[config.mk]
export PLATFORM = sky130hd
export DESIGN_NAME = div_step_seq
export DESIGN_NICKNAME = d
export VERILOG_FILES = /design/src/rtl/div_step_seq.sv
export SDC_FILE = /design/constraint.sdc
export NUM_CORES = 1
export LEC_CHECK = 0
export ABC_CLOCK_PERIOD_IN_PS = 3500
export BUFFER_PORTS_ARGS = -buffer_cell sky130_fd_sc_hd__buf_2
export CAP_MARGIN = 5
export CORE_MARGIN = 1.5
export CORE_UTILIZATION = 53
export CTS_CLUSTER_DIAMETER = 60
export CTS_CLUSTER_SIZE = 20
export DETAILED_ROUTE_END_ITERATION = 8
export PLACE_DENSITY = 0.81
export SYNTH_ARGS = -nofsm -noshare
export SYNTH_HDL_FRONTEND = slang
export SYNTH_SLANG_ARGS = --single-unit
[constraint.sdc]
create_clock -name clk -period 3.5 [get_ports clk]
set_input_delay 0.35 -clock clk [delete_from_list [all_inputs] [get_ports clk]]
set_output_delay 0.35 -clock clk [all_outputs]
set_load 0.01 [all_outputs]
[src/rtl/div_step_seq.sv]
// div_step_seq
// Iteration sequencer for the compensated divider. Holds the partial remainder
// and divisor in registers, presents them to the external combinational
// compensated-subtract stage, and folds the stage result back into the
// remainder while shifting one quotient bit per clock (restoring style).
// A start/busy/done handshake frames each operation; flush aborts it.
module div_step_seq #(
  parameter int ITER = 8,   // quotient bits per operation, 2..16
  parameter int W    = 4    // remainder/divisor code width (subtract stage is 4-bit)
) (
  input  logic            clk,
  input  logic            rst_n,
  input  logic            start,
  input  logic            flush,
  input  logic [W-1:0]    a_in,
  input  logic [W-1:0]    b_in,
  output logic [W-1:0]    sub_x,
  output logic [W-1:0]    sub_y,
  input  logic [W-1:0]    sub_z,
  output logic            busy,
  output logic            done,
  output logic [ITER-1:0] q,
  output logic [W-1:0]    rem
);

  // Iteration counter only has to reach ITER-1; it never wraps mid-operation.
  localparam int CW = $clog2(ITER);
  localparam logic [CW-1:0] LAST_CNT = CW'(ITER - 1);

  localparam logic [1:0] S_IDLE = 2'd0;
  localparam logic [1:0] S_RUN  = 2'd1;
  localparam logic [1:0] S_DONE = 2'd2;

  logic [1:0]      state_q, state_d;
  logic [CW-1:0]   cnt_q,   cnt_d;
  logic [W-1:0]    rem_q,   rem_d;
  logic [W-1:0]    b_q,     b_d;
  logic [ITER-1:0] q_q,     q_d;
  logic            busy_q,  busy_d;
  logic            done_q,  done_d;

  // Quotient bit for the current iteration: can the divisor be taken out?
  logic q_bit;

  // Next-state, datapath and handshake decode for one iteration per clock.
  always_comb begin
    state_d = state_q;
    cnt_d   = cnt_q;
    rem_d   = rem_q;
    b_d     = b_q;
    q_d     = q_q;
    q_bit   = (rem_q >= b_q);

    case (state_q)
      S_IDLE: begin
        // flush beats start; the previous result stays on q/rem until a new
        // operation is actually accepted.
        if (start && !flush) begin
          rem_d   = a_in;
          b_d     = b_in;
          q_d     = '0;
          cnt_d   = '0;
          state_d = S_RUN;
        end
      end
      S_RUN: begin
        if (flush) begin
          // Abort: partial q/rem are frozen where they are.
          state_d = S_IDLE;
        end else begin
          q_d   = {q_q[ITER-2:0], q_bit};
          // The subtract stage result is consumed in the same cycle; on a
          // zero bit the remainder just doubles and its MSB is lost.
          rem_d = q_bit ? sub_z : {rem_q[W-2:0], 1'b0};
          cnt_d = cnt_q + 1'b1;
          if (cnt_q == LAST_CNT) begin
            state_d = S_DONE;
          end
        end
      end
      S_DONE: begin
        // start here is deliberately dropped, never queued.
        state_d = S_IDLE;
      end
      default: begin
        state_d = S_IDLE;
      end
    endcase

    // busy follows the state register; done is the registered echo of the
    // DONE state, suppressed when that final cycle is flushed.
    busy_d = (state_d != S_IDLE);
    done_d = (state_q == S_DONE) && !flush;
  end

  // State and datapath registers; reset discards any operation in flight.
  always_ff @(posedge clk or negedge rst_n) begin
    if (!rst_n) begin
      state_q <= S_IDLE;
      cnt_q   <= '0;
      rem_q   <= '0;
      b_q     <= '0;
      q_q     <= '0;
      busy_q  <= 1'b0;
      done_q  <= 1'b0;
    end else begin
      state_q <= state_d;
      cnt_q   <= cnt_d;
      rem_q   <= rem_d;
      b_q     <= b_d;
      q_q     <= q_d;
      busy_q  <= busy_d;
      done_q  <= done_d;
    end
  end

  assign sub_x = rem_q;
  assign sub_y = b_q;
  assign q     = q_q;
  assign rem   = rem_q;
  assign busy  = busy_q;
  assign done  = done_q;

endmodule

==> summary.txt <==
outcome -> finished, final reports clean
share of power burned in registers -> 43.9%
# fillers -> 185
fin cells -> 180
Final Instance Area -> 1380 sq um
clk_lat worst skew -> 290 ps
RSZ-0062 raised after global routing -> no
CTS tree -> built
Vias -> 978
Max FO, Critical Path -> 5
Logic pwr share -> 42.0%
H-tree levels -> 1
Yosys cell types -> 32
total CTS buffers -> 3
Die Y-Extent -> 50.3 um
achievable frequency -> 533 MHz
DR vias/cell -> 5.43
area of the die -> 2530 sq um
min Tclk post-route -> 1880 ps
grt ovf -> 0
clk slew on worst S/H paths -> 120 ps
area grow syn2layout -> 16.5%
Starting Density -> 58.1%
Placed Area -> 1360 sq um
vias in the first global route -> 929
Worst Path Buf+Inv -> 1
CP required -> 3690 ps
Worst Path Arrival -> 2070 ps
Multi-input gate area -> 529 sq um
switching share of power -> 37.4%
Sink Count -> 23
fin nets -> 176
DRT antenna net count -> 0
worst min-delay path class -> input pin to async pin
Worst VDD drop -> 359 uV
cell family with most CP delay -> compound AO/OA/AOI/OAI gates
Cells after Synth -> 120
hold_buf cts -> 0
Mapped Nets -> 142
final WL -> 2.47 mm
post-DP HPWL -> 1.85 mm
root buf cell -> clkbuf_4
GRT Total Usage -> 21.1%
Slew headroom -> 41.6%
Fin Hold WS -> 14.3 ps
total core area -> 2040 sq um
critical path class -> flip-flop to flip-flop
final worst-path cycle share -> 53.6%
row count -> 16
antenna violations before repair -> 0
internal power -> 0.515 mW
CP Cell Sequence -> inv_1 > ha_1 > nand2b_4 > a2111oi_4 > nor4bb_1 > a311o_1
CP max stage delay -> 440 ps
Worst setup EP type -> flip-flop
Final Hold Fails -> 0
setup TNS -> 0 ps
Max Slew Vio Count -> 0
residual DRC count -> 0
Cell Area, Synth -> 1190 sq um
Final setup viols -> 0
Least-Margin Pin Slew -> 870 ps
Critical Path Start Type -> flip-flop
leakage power -> 0.747 nW
CTS resizes -> 0
Post-CTS Setup Repair Bufs -> 0
PwrDens -> 595 nW/um^2
clock buffer depth -> 2
first-pass GRT wire length -> 4.12 mm
Slowest-stage cell, CP -> a2111oi_4
register area share after synthesis -> 48.5%
gp weighted congestion -> 0.810
Clock Skew -> 0.343 ps
Ports -> 38
Final Worst Setup Slack -> 1620 ps
dpl ws -> 1640 ps
die width -> 50.3 um
share of cells above drive strength 1 -> 30.7%
maxcap violations -> 0
Placed Instances -> 176
Yosys Warn Count -> 0
1st-iter DRT viols -> 15
antenna cells -> 0
Sequential Area -> 576 sq um
Seq cells post-synth -> 23
port bufs -> 37
Syn Area/Cell -> 9.89 sq um
DR pass1 iterations -> 4
Sw Pwr -> 0.309 mW
wire per inst -> 13.7 um
Clk pwr share -> 14.1%
largest net degree at the start of global routing -> 24
## layout make-up
class	instances	area share, %
flip-flops and latches	23	41.6
multi-input cells	80	38.2
repair buffers	37	13.4
inverters	9	2.44
well taps	27	2.44
clock buffers	4	1.90
## synthesized netlist by cell type (all sizes together)
| master | number | area share (%) |
|---|---|---|
| nor4b | 1 | 2.0 |
| a2111oi | 1 | 2.3 |
| nor3b | 1 | 0.63 |
| a311o | 2 | 1.7 |
| and4b | 1 | 0.84 |
| nand2b | 2 | 1.7 |
| o22ai | 3 | 1.6 |
| nand3 | 9 | 3.8 |
| mux2 | 1 | 0.95 |
| a31oi | 3 | 1.6 |
| nand2 | 22 | 7.0 |
| o211ai | 2 | 1.3 |
| nor4bb | 2 | 1.7 |
| or2 | 1 | 0.53 |
| dfrtp | 23 | 48 |
| a22o | 1 | 0.74 |
| ha | 6 | 6.3 |
| nor2b | 4 | 2.1 |
| a31o | 1 | 0.74 |
| nor2 | 5 | 1.8 |
| o21a | 1 | 0.63 |
| and2 | 1 | 0.53 |
| buf | 8 | 4.1 |
| a21oi | 6 | 2.5 |
| o21ai | 4 | 1.7 |
| inv | 9 | 2.8 |
## power by group through the flow
stage	sequential [mW]	clock (mW)	combinational (mW)
floorplan	0.375	0	0.247
global placement	0.364	0	0.336
detailed placement	0.367	0	0.345
CTS	0.362	0.123	0.347
global route	0.371	0.131	0.384
finish	0.362	0.116	0.346
## cells by family after synthesis
family	after synthesis	share of synthesized area, %
simple gates	49	22.6
compound gates	24	14.8
flops	23	48.5
buf+inv	17	6.95
fa+ha+maj	6	6.32
mux	1	0.948
## state kept, by name, indices dropped and copies added (netlist names)
signal,cells
rem,4
busy,1
state_q,2
sub_y,4
q,8
done,1
cnt_q,3
## layout by cell type, fill, tap and decap left out
master,count
nor2b_1,4
a2111oi_4,1
dfrtp_1,23
inv_1,8
o22ai_1,3
a22o_1,1
nand2b_1,1
o21ai_0,3
nor4bb_1,2
clkbuf_1,1
a31o_2,1
o21ai_1,1
a31oi_1,3
clkbuf_4,3
nand3_1,9
inv_2,1
nand2b_4,1
o211ai_1,2
a311o_1,2
nor4b_4,1
a21oi_1,6
o21a_1,1
mux2_1,1
ha_1,6
buf_2,37
nor3b_1,1
nor2_1,4
nand2_1,22
or2_2,1
nor2_2,1
and4b_1,1
and2_1,1
## per-stage QoR
stage	power (mW)	util, %
floorplan	0.622	-
global placement	0.700	66.5
detailed placement	0.712	66.5
CTS	0.832	67.8
global route	0.886	67.8
finish	0.824	67.8
## per-layer routing
| layer | GRT usage (%) | wire (um) | up-vias | part of all wire (%) |
|---|---|---|---|---|
| li1 | - | - | 479 | - |
| met5 | 0 | 0 | - | 0 |
| met1 | 29.6 | 1080 | 460 | 44 |
| met2 | 35.1 | 1230 | 37 | 50 |
| met3 | 1.79 | 140 | 2 | 5.7 |
| met4 | 6.31 | 15 | 0 | 0.61 |
## worst register-to-register path, cell delays in order (launching register included)
cell and delay [ps]:
dfrtp_1 410, inv_1 70, ha_1 270, nand2b_4 150
a2111oi_4 440, nor4bb_1 110, a311o_1 330
## final timing paths
path / startpoint / end / slack, ps / depth (start not counted)
max in group asynchronous: rst_n / q[0]$_DFFE_PN0P_ / 3130 / 1
min reg2reg: q[7]$_DFFE_PN0P_ / q[7]$_DFFE_PN0P_ / 480 / 2
min: rst_n / sub_y[2]$_DFFE_PN0P_ / 10 / 1
max: rem[0]$_DFFE_PN0P_ / rem[2]$_DFFE_PN0P_ / 1620 / 6
min in group clk: b_in[1] / sub_y[1]$_DFFE_PN0P_ / 250 / 3
max reg2reg: rem[0]$_DFFE_PN0P_ / rem[2]$_DFFE_PN0P_ / 1620 / 6
No activity file was read; power rests on OpenSTA's default activity.
